$ cat config.mk
export PLATFORM = sky130hd
export DESIGN_NAME = bcd_mod_step
export DESIGN_NICKNAME = d
export VERILOG_FILES = /design/src/rtl/bcd_stream_mod_checker_pkg.sv /design/src/rtl/bcd_mod_step.sv
export SDC_FILE = /design/constraint.sdc
export NUM_CORES = 1
export LEC_CHECK = 0
export ABC_AREA = 1
export CORE_UTILIZATION = 55
export DETAILED_ROUTE_END_ITERATION = 8
export GPL_ROUTABILITY_DRIVEN = 0
export PLACE_DENSITY = 0.83
export SYNTH_ARGS = -nofsm -noshare
export SYNTH_HDL_FRONTEND = slang
export SYNTH_SLANG_ARGS = --single-unit
export TNS_END_PERCENT = 20
$ cat constraint.sdc
create_clock -name vclk -period 9.9
set_input_delay 1.485 -clock vclk [all_inputs]
set_output_delay 1.485 -clock vclk [all_outputs]
set_load 0.005 [all_outputs]
$ cat src/rtl/bcd_stream_mod_checker_pkg.sv
// Shared types, constants and the modular reduction helper
// for the digit-serial BCD divisibility checker.
package bcd_mod_pkg;

    typedef enum logic {
        ACCUM = 1'b0,
        HOLD  = 1'b1
    } state_t;

    localparam int BCD_MAX   = 9;
    localparam int BCD_RADIX = 10;
    localparam int RED_W     = 12;
    localparam int MAX_K     = 15;

    // Reduce value (< 16*divisor) modulo divisor by comparing
    // against k*divisor, largest multiple first.
    function automatic logic [7:0] mod_reduce(
        input logic [RED_W-1:0] value,
        input logic [7:0]       divisor
    );
        logic [RED_W-1:0] res;
        logic [RED_W-1:0] mult;
        logic             hit;
        res = value;
        hit = 1'b0;
        for (int k = MAX_K; k >= 0; k--) begin
            mult = RED_W'(k) * {4'b0, divisor};
            if (!hit && value >= mult) begin
                res = value - mult;
                hit = 1'b1;
            end
        end
        return res[7:0];
    endfunction

endpackage

$ cat src/rtl/bcd_mod_step.sv
// One-digit remainder step: rem_out = (rem_in*10 + digit) mod DIVISOR.
// Ports: rem_in[RW], digit[4] in; rem_out[RW] out. Purely combinational.
module bcd_mod_step
    import bcd_mod_pkg::*;
#(
    parameter int DIVISOR = 11,
    localparam int RW = $clog2(DIVISOR)
) (
    input  logic [RW-1:0] rem_in,
    input  logic [3:0]    digit,
    output logic [RW-1:0] rem_out
);
    // Max value 10*(DIVISOR-1)+15 always fits in RW+4 bits.
    logic [RW+3:0] sum;

    assign sum = (RW+4)'(rem_in) * (RW+4)'(BCD_RADIX)
               + (RW+4)'(digit);

    assign rem_out = RW'(mod_reduce(RED_W'(sum), 8'(DIVISOR)));

endmodule

After elaboration in Yosys (flattened, before gate mapping)

Index checks and enable logic that the tools add are counted.

ROM bits: 0
Output and inout port bits: 4
Register bits after elaboration: 0
Input port bits: 8
Bits in latches: 0
Bits in writable memories: 0
Memories: 0
Word-level logic and storage cells: 91

Multiply operators: 1
Magnitude comparators: 15
Shifts and indexed selects: 0
Reduce and logical (&&, ||, !) cells: 28
Equal/unequal tests: 0
Muxes and demuxes: 31
Divide/modulo/power cells: 0
Bitwise operators: 0
$add $sub $neg: 16

Operators with widths:

| cell                  | count |
|---|---|
| $mux W4               | 16 |
| $ge A8 B7 Y1 const B  | 6 |
| $ge A8 B8 Y1 const B  | 4 |
| $sub A4 B4 Y4 const B | 8 |
| $ge A8 B6 Y1 const B  | 3 |
| $sub A4 B3 Y4 const B | 4 |
| $mux W1               | 15 |
| $logic_and A1 B1 Y1   | 14 |
| $logic_not A1 Y1      | 14 |
| $add A8 B4 Y8         | 1 |
| $ge A8 B4 Y1 const B  | 1 |
| $ge A8 B5 Y1 const B  | 1 |
| $sub A4 B2 Y4 const B | 2 |
| $mul A4 B3 Y7 const B | 1 |
| $sub A4 B1 Y4 const B | 1 |

Logic depth before layout (Yosys ltp)

Word-level depth: 47
Depth in mapped cells: 33
Gate-level depth less buffers: 33

Least setup slack after synthesis

No wires, ideal clock.

Kind: input -> output
From: input rem_in[0]
To: output rem_out[3]
Stages on the path: 29
Data required time: 8415 ps
Buffers on the path: 0
Setup slack: 4227 ps
Data arrival time: 4188 ps
Cell sequence: ha_1 -> inv_1 -> fa_1 -> inv_1 -> ha_1 -> inv_1 -> nand2_1 -> nand3_1 -> nand3_1 -> inv_1 -> nand3_1 -> o21ai_0 -> inv_1 -> nand2_1 -> nand2_1 -> nand2_1 -> nand2_1 -> nand2_1 -> nand2_1 -> nand2_1 -> nand2_1 -> nand2_1 -> nand2_1 -> nand2_1 -> nand2_1 -> nand2_1 -> nand2_1 -> nand2_1 -> nand2_1

Word-level cells in the longest chain between the ends: 47
Elaborated cells on any way between the ends: 91
Classes of those cells: 16 x add/sub; 1 x mul; 15 x order compare; 31 x mux; 28 x reduce/logical

RTL lines:

| item                                      | line                             | source |
|---|---|---|
| start, declared                           | bcd_mod_step.sv:9                | `input logic [RW-1:0] rem_in,` |
| $mul A4 B3 Y7 (*)                         | bcd_mod_step.sv:16               | `assign sum = (RW+4)'(rem_in) * (RW+4)'(BCD_RADIX)` |
| $add A8 B4 Y8 (*)                         | bcd_mod_step.sv:17               | `+ (RW+4)'(digit);` |
| $ge A8 B8 Y1                              | bcd_stream_mod_checker_pkg.sv:28 | `if (!hit && value >= mult) begin` |
| $mux W1                                   | bcd_stream_mod_checker_pkg.sv:28 |  |
| $logic_not A1 Y1                          | bcd_stream_mod_checker_pkg.sv:28 |  |
| $logic_and A1 B1 Y1                       | bcd_stream_mod_checker_pkg.sv:28 |  |
| $mux W1                                   | bcd_stream_mod_checker_pkg.sv:28 |  |
| $logic_not A1 Y1                          | bcd_stream_mod_checker_pkg.sv:28 |  |
| [31 not listed]                           | n/a                              |  |
| $mux W1                                   | bcd_stream_mod_checker_pkg.sv:28 |  |
| $logic_not A1 Y1                          | bcd_stream_mod_checker_pkg.sv:28 |  |
| $logic_and A1 B1 Y1                       | bcd_stream_mod_checker_pkg.sv:28 |  |
| $mux W1                                   | bcd_stream_mod_checker_pkg.sv:28 |  |
| $logic_not A1 Y1                          | bcd_stream_mod_checker_pkg.sv:28 |  |
| $logic_and A1 B1 Y1                       | bcd_stream_mod_checker_pkg.sv:28 |  |
| $mux W4 / $mux W1 (equally long branches) | bcd_stream_mod_checker_pkg.sv:28 |  |
| $mux W4 (*)                               | bcd_stream_mod_checker_pkg.sv:28 |  |
| end, declared                             | bcd_mod_step.sv:11               | `output logic [RW-1:0] rem_out` |

Every way passes the cells marked *; elsewhere a longest branch is shown, timed or not.

Worst setup path in the final report

Same ends and word-level chain as after synthesis.

==> impl_metrics.toml <==
[timing]
setup-tns-final_ns = 0
fin_crit_sh_pct = 73.2
period_needed_ns = 7.25
fmax_ghz = 0.138
final-max-slew-violation-count = 0
setup_viol = 0
slew_headroom_pct = 68.5
max_slew.worst_pin.slew_ns = 0.470
whs_ns = 4.27
finalHoldViolations = 0
rsz0062_at_grt = "no"

[final_layout]
fin_nets = 363
layout-drive-gt1-share_pct = 8.54
multi_input_area_um2 = 1440
n_antenna_cell = 0
final_cell_mix = "nand2_1 (97), inv_1 (63), nand3_1 (27)"
n_sequential_cell = 0
nFillCells = 286
fin_area_um2 = 1850
syn_to_final_growth_pct = 8.44
final_common_cell = "nand2_1"
seq_area_um2 = 0
clockBufferCount = 0

[synthesis]
synthCells = 318
synth_area_um2 = 1710
avgSynthCellArea_um2 = 5.36
yosysTopAreaCellShare_pct = 21.3
yosysWarnings = 0
yosysTopAreaCell = "nand2_1"
yosysSeqAreaShare_pct = 0
syn-num-nets = 351
synthDistinctLibCells = 29
synth_area_leaders = "nand2_1 (21%), ha_1 (17%), inv_1 (14%)"

[critical_path]
path_class = "in2out"
critPathMaxStageDelay_ns = 0.73
startpoint_type = "input pin"
worst_setup_path_end_kind = "output pin"
critical_path_arrival_ns = 5.76
crit_fanout = 10
cp.required_ns = 8.42
crit_slowest_cell = "fa_1"
crit_top_cell = "nand2_1"

[drt]
drc = 0
drt_iter0_markers = 137
via_per_inst = 5.58
route.vias.total = 2004
first_pass_iters = 5
ant_nets = 0
avgRoutedWirePerCell_um = 12.2
routed_wl_mm = 4.38

[global_route]
grt_pass1_wl_mm = 7.70
grt-ovfl-total = 0
grt_max_degree = 12
track_usage_pct = 28.5
grt_pass1_vias = 1776
antenna_found_initial = 0

[power]
ir_worst_vdd_v = 0.000115
p_per_area_nw_per_um2 = 139
finalPower_mw = 0.257
total_leakage_power_nw = 1.05

[die]
die_height_um = 57.7
start_util_pct = 59.8
die_w_um = 57.7
pin_count = 12
die_area_um2 = 3330
rows = 19
core-area_um2 = 2850

[cts]
cts_setup_buffers = 0
cts_hold_buf = 0
cts_resized = 0

[status]
status = "finished clean"

[hold_path]
min_path_type = "in2out"

[place]
placed_area_um2 = 1850
io_buffers = 12
dp_hpwl_mm = 3.65

[flow_run]
max_cap_viol_count = 0
## cells in the mapped netlist (all sizes together), types with 2 or more instances
library cell,count
nand4,5
nand2,107
o211ai,4
nor3,4
xor2,8
xnor2,2
nor2,18
nand3,29
o21ai,23
a21oi,17
inv,68
ha,23
fa,2
## power breakdown
group	internal, mW	switching, mW
logic	0.0978	0.159
clock network	0	0
registers	0	0
## per-stage QoR
step	utilization (%)	worst slack, ns	instances
3_5_place_dp	64.8	2.71	359
5_1_grt	64.8	2.16	359
2_1_floorplan	-	4.23	318
6_report	64.8	2.65	359
4_1_cts	64.8	2.70	359
3_3_place_gp	64.8	2.75	359
## critical path, delay by kind of cell
family	cells	cell delay [ns]
adder cells (fa/ha/maj)	3	1.25
AO/OA/AOI/OAI	1	0.23
buffers and inverters	7	1.55
AND/OR/NAND/NOR	20	1.22
## layout make-up
class / instances / area share [%]
Tap cell: 31 / 2.10
Multi-Input combinational cell: 248 / 77.6
Inverter: 68 / 13.8
Timing Repair Buffer: 12 / 6.50
## path summary, 6_finish.rpt
check,start,end,slack [ns],cells past startpoint
worst max-delay path,rem_in[0],rem_out[3],2.65,31
worst min-delay path,digit[0],rem_out[0],4.27,3
## routing by layer
| metal | routed length (um) | vias to the layer above | track usage (%) | part of all wire (%) |
|---|---|---|---|---|
| li1 | - | 1023 | - | - |
| met1 | 2100 | 862 | 43.7 | 48 |
| met2 | 1890 | 111 | 45.3 | 43 |
| met3 | 347 | 8 | 0.893 | 7.9 |
| met4 | 29 | 0 | 4.08 | 0.66 |
| met5 | 0 | - | 0 | 0 |
## logic make-up (layout without fill, tap and decap cells)
family,count (synthesis),after routing,share of synthesized area [%]
and+or+nand+nor,164,164,42.6
AOI/OAI and AO/OA,49,49,16.7
xor gates and xnor gates,10,10,5.58
adders and majority gates,25,25,19.2
buffers and inverters,70,80,15.8
(Power assumes the default switching activity.)
